--- src/rtl/uart_tx_fifo.sv ---
// ============================================================================
// Module   : uart_tx_fifo
// Brief    : Bus-programmed byte FIFO feeding a UART transmitter, show-ahead
//            output. Define UART_TXF_OVF_EN for the sticky overflow flag.
// Revision : 1.0 - initial release
// ============================================================================
`default_nettype none

module uart_tx_fifo #(
    parameter int DEPTH = 16,
    parameter int AW    = $clog2(DEPTH)
) (
    input  logic       clk,
    input  logic       rst_n,
    input  logic       cs_n,
    input  logic       we,
    input  logic [1:0] addr,
    input  logic [7:0] wdata,
    output logic [7:0] rdata,
    output logic [7:0] tx_data,
    output logic       tx_valid,
    input  logic       tx_ready
);

    localparam logic [1:0]  c_ADDR_DATA   = 2'b00;
    localparam logic [1:0]  c_ADDR_STATUS = 2'b01;
    localparam logic [1:0]  c_ADDR_COUNT  = 2'b10;
    localparam logic [1:0]  c_ADDR_CTRL   = 2'b11;
    localparam logic [AW:0] c_FULL_COUNT  = (AW + 1)'(DEPTH);

    logic [7:0]    r_mem [DEPTH];
    logic [AW-1:0] r_wptr;
    logic [AW-1:0] r_rptr;
    logic [AW:0]   r_count;

    logic       w_empty;
    logic       w_full;
    logic       w_push_req;
    logic       w_push;
    logic       w_pop;
    logic       w_flush;
    logic       w_ovf;
    logic [7:0] w_count_byte;

    assign w_empty    = (r_count == '0);
    assign w_full     = (r_count == c_FULL_COUNT);
    assign w_push_req = !cs_n && we && (addr == c_ADDR_DATA);
    assign w_push     = w_push_req && !w_full;
    assign w_pop      = tx_valid && tx_ready;
    assign w_flush    = !cs_n && we && (addr == c_ADDR_CTRL) && wdata[0];

    assign tx_valid = !w_empty;
    assign tx_data  = r_mem[r_rptr];

    // With DEPTH=256 a full FIFO truncates to 8'h00; STATUS.full disambiguates.
    assign w_count_byte = 8'(r_count);

    // Storage carries no reset; only the pointers define what is valid.
    always_ff @(posedge clk) begin
        if (w_push) begin
            r_mem[r_wptr] <= wdata;
        end
    end

    always_ff @(posedge clk or negedge rst_n) begin
        if (!rst_n) begin
            r_wptr  <= '0;
            r_rptr  <= '0;
            r_count <= '0;
        end else if (w_flush) begin
            r_wptr  <= '0;
            r_rptr  <= '0;
            r_count <= '0;
        end else begin
            if (w_push) begin
                r_wptr <= r_wptr + AW'(1);
            end
            if (w_pop) begin
                r_rptr <= r_rptr + AW'(1);
            end
            case ({w_push, w_pop})
                2'b10:   r_count <= r_count + (AW + 1)'(1);
                2'b01:   r_count <= r_count - (AW + 1)'(1);
                default: r_count <= r_count;
            endcase
        end
    end

`ifdef UART_TXF_OVF_EN
    logic r_ovf;
    logic w_drop;
    logic w_status_rd;

    assign w_drop      = w_push_req && w_full;
    assign w_status_rd = !cs_n && !we && (addr == c_ADDR_STATUS);

    // A drop in the same cycle as a clear must not be lost.
    always_ff @(posedge clk or negedge rst_n) begin
        if (!rst_n) begin
            r_ovf <= 1'b0;
        end else if (w_drop) begin
            r_ovf <= 1'b1;
        end else if (w_status_rd || w_flush) begin
            r_ovf <= 1'b0;
        end
    end

    assign w_ovf = r_ovf;
`else
    assign w_ovf = 1'b0;
`endif

    always_comb begin
        rdata = 8'h00;
        if (!cs_n && !we) begin
            case (addr)
                c_ADDR_STATUS: rdata = {5'b00000, w_ovf, w_full, w_empty};
                c_ADDR_COUNT:  rdata = w_count_byte;
                default:       rdata = 8'h00;
            endcase
        end
    end

    a_count_range : assert property (@(posedge clk) disable iff (!rst_n)
        r_count <= c_FULL_COUNT);

    a_ptr_consistent : assert property (@(posedge clk) disable iff (!rst_n)
        (r_wptr - r_rptr) == r_count[AW-1:0]);

endmodule

`default_nettype wire

--- config.mk ---
export PLATFORM = sky130hd
export DESIGN_NAME = uart_tx_fifo
export DESIGN_NICKNAME = d
export VERILOG_FILES = /design/src/rtl/uart_tx_fifo.sv
export SDC_FILE = /design/constraint.sdc
export NUM_CORES = 1
export LEC_CHECK = 0
export BUFFER_PORTS_ARGS = -buffer_cell sky130_fd_sc_hd__buf_2
export CAP_MARGIN = 20
export CORE_ASPECT_RATIO = 0.75
export CORE_MARGIN = 3
export CORE_UTILIZATION = 57
export CTS_BUF_LIST = sky130_fd_sc_hd__clkbuf_8
export DETAILED_ROUTE_END_ITERATION = 16
export PLACE_DENSITY = 0.75
export REMOVE_ABC_BUFFERS = 1
export SLEW_MARGIN = 15
export SYNTH_ARGS = -nofsm -noshare
export SYNTH_HDL_FRONTEND = slang
export SYNTH_SLANG_ARGS = --single-unit
--- constraint.sdc ---
create_clock -name clk -period 3.5 [get_ports clk]
set_clock_uncertainty 0.1 [all_clocks]
set_input_delay 0.7 -clock clk [delete_from_list [all_inputs] [get_ports clk]]
set_output_delay 0.7 -clock clk [all_outputs]
set_load 0.02 [all_outputs]
==> impl_metrics.yaml <==
timing:
  maxSlewViolCount: 0
  worst_hold_slack_ns: 0.0570
  relSlewSlack_pct: 55.7
  worst_slew_pin_slew_ns: 0.659
  min_period_ns: 3.18
  rsz0062_at_grt: "false"
  setup_tns_ns: 0
  finalSetupViolations: 0
  finalCritPeriodShare_pct: 90.8
  max_freq_mhz: 315
  final_hold_viol_count: 0
drt:
  drt_iter0_markers: 297
  wl_um: 11400
  drt_pass1_iterations: 6
  viasPerCell: 6.05
  drc: 0
  dr_total_vias: 2975
  drtAntennaViolNets: 0
  post_drt_wl_per_cell_um: 23.2
critical_path:
  crit_top_cell: "mux4_2"
  crit_path_start_kind: "register"
  crit_slowest_cell: "mux4_2"
  path_cells: "buf_12, mux4_2, mux4_2, buf_2"
  cp_top_family: "multiplexers"
  r2r-start: "r_count[0]"
  cp.arrival_ns: 2.38
  critPathLaunch: "r_rptr[0]"
  end_kind: "output port"
  required_ns: 2.70
  criticalPathCategory: "reg -> out"
  worst-path-buf-inv: 2
  worst-path-stages: 4
  reg2reg_to: "r_count[2]"
  slowest_delay_ns: 0.59
  reg2regPathDepth: 9
  crit_fanout: 35
  rrSetupSlack_ns: 0.54
power_and_ir_drop:
  vdd_drop_max_v: 0.000434
  leakage_nw: 2.28
  finalPower_mw: 4.87
  power_density_nw_per_um2: 734
grt:
  grt_pass1_wl_um: 18100
  grt_use_total_pct: 21.1
  overflow: 0
  first_global_vias: 3022
  grt_max_degree: 36
  grt_antenna_before_repair: 1
floorplan:
  io_pins: 32
  start_util_pct: 60.2
  die_height_um: 94.7
  core_area_um2: 9930
  row_count: 31
  dieArea_um2: 11800
  dieWidth_um: 124
clock_tree:
  cts_tree: "built"
  post_cts_buffers: 0
  clk_pin_slew_worst_paths_ns: 0.08
  cts-htree-levels: 4
  cts_buffer_depth: 2
  clockRootBuffer: "clkbuf_8"
  clk_latency_ns: 0.42
  cts-resized-gates: 0
  cts_inserted_buffers: 17
  ctsHoldBuffers: 0
  cts.sinks: 141
cells_and_area:
  multi_input_area_um2: 1680
  synthToLayoutAreaGrowth_pct: 11.0
  fillers: 672
  final_area_um2: 6640
  fin_nets: 372
  drive_gt1_share_pct: 30.0
  fin_cells: 492
  n_antenna_cell: 0
  register_area_um2: 4170
hold_path:
  hp-class: "in -> async"
place:
  dpl_cell_area_um2: 6230
  io_buffers: 28
  dp.cells: 460
  dp_hpwl_um: 7580
  gp_congestion: 0.851
yosys:
  yosysSeqAreaShare_pct: 69.7
  syn_area_um2: 5980
  synthCells: 315
  synth_cell_types: 42
  syn_area_per_cell_um2: 19.0
  ys_ff_latch: 141
  yosys_warnings: 0
outcome:
  status: "finished clean"
flow_run:
  drv_cap: 0
-- worst register-to-register path: stages (launching register included) --
cell      delay, ns
dfrtp_1        0.51
or4_4          0.62
o21ai_4        0.28
nor2_1         0.10
xor2_1         0.15
ha_1           0.21
nand4b_1       0.15
or3_4          0.36
a311o_1        0.37
o21ai_2        0.05
-- flip-flops by register name, indices dropped and copies added (netlist names) --
register	cells
r_rptr	4
r_count	5
r_mem	128
r_wptr	4
-- final cells by class --
class / instances / share of cell area (%)
repair buffers: 33 / 2.86
well taps: 132 / 2.49
flip-flops and latches: 141 / 62.8
multi-input cells: 148 / 25.3
clock buffers: 17 / 3.52
inverters: 6 / 0.339
clock inverters: 15 / 2.66
-- how the worst max path moves through the flow --
| stage | end | slack (ns) |
|---|---|---|
| 2_1_floorplan | tx_data[0] | 0.08 |
| 3_3_place_gp | r_count[2] | 0.61 |
| 3_5_place_dp | r_count[2] | 0.51 |
| 4_1_cts | tx_data[7] | 0.29 |
| 5_1_grt | tx_data[7] | 0.21 |
| 6_report | tx_data[4] | 0.32 |
-- power by group --
group | internal [mW] | total (mW) | switching (mW)
combinational | 0.707 | 1.46 | 0.748
clock | 0.763 | 1.35 | 0.583
sequential | 1.92 | 2.07 | 0.156
total | 3.39 | 4.87 | 1.49
-- kinds of logic after synthesis --
logic type / share of synthesized area, %
other: 0.0627
and+or+nand+nor: 6.53
AOI/OAI and AO/OA: 1.86
buffers and inverters: 2.34
adders and majority gates: 2.09
DFF: 69.7
muxes: 16.4
xor gates and xnor gates: 1.02
-- layout by cell type (no fill, tap or decap), drive strengths merged, types with 2 or more instances in the layout --
cell	n
mux2i	8
nand2b	3
bufinv	4
o21a	2
nor3	2
edfxtp	128
and3	3
inv	7
and2	12
xor2	4
xnor2	3
conb	3
buf	33
nand4b	4
clkbuf	17
a21oi	2
nand2	10
nand3	4
o21ai	3
and3b	2
nor3b	2
dfrtp	13
a211oi	2
nor2	13
mux4	40
and4	3
o211ai	2
or3	2
ha	10
nor4	2
clkinv	10
-- synth_stat cells --
master	number	area share, %
and4_1	3	0.44
mux2i_1	8	1.3
and4b_1	1	0.17
o211ai_1	2	0.25
o21a_1	2	0.25
a21oi_1	2	0.17
nor3_1	2	0.17
or3_1	1	0.10
nor4_1	2	0.21
nor3b_1	2	0.25
inv_1	6	0.38
a22oi_1	1	0.13
xor2_1	4	0.59
and3_1	3	0.31
a211oi_1	2	0.25
buf_4	4	0.50
buf_6	2	0.38
nand4b_1	4	0.59
o21ai_0	1	0.084
a311o_1	1	0.17
and3b_1	2	0.29
o21ai_4	1	0.27
edfxtp_1	128	64
ha_1	10	2.1
mux4_2	40	15
or3_4	1	0.19
buf_1	4	0.25
conb_1	1	0.063
buf_2	4	0.33
nand2_1	10	0.63
and2_1	12	1.3
nand2b_1	3	0.31
nand3_1	4	0.33
o21ai_2	1	0.15
clkbuf_1	8	0.50
xnor2_1	3	0.44
dfrtp_1	13	5.4
nor2_1	13	0.82
nor4b_1	1	0.15
nand3b_1	1	0.13
or4_4	1	0.19
o2bb2ai_1	1	0.15
-- metrics by stage --
stage	utilization, %	setup slack [ns]
final	66.9	0.322
after floorplan	-	0.0772
after global routing	66.9	0.206
after CTS	66.9	0.294
after detailed placement	62.7	0.510
after global placement	62.7	0.612
-- routing by layer --
| metal | vias up | wire, um | global-route usage, % |
|---|---|---|---|
| met5 | - | 13 | 0 |
| met2 | 110 | 5150 | 31.3 |
| met3 | 13 | 739 | 6.22 |
| met1 | 1530 | 5390 | 31.4 |
| met4 | 2 | 119 | 5.47 |
| li1 | 1320 | - | - |
(Power assumes the default switching activity.)
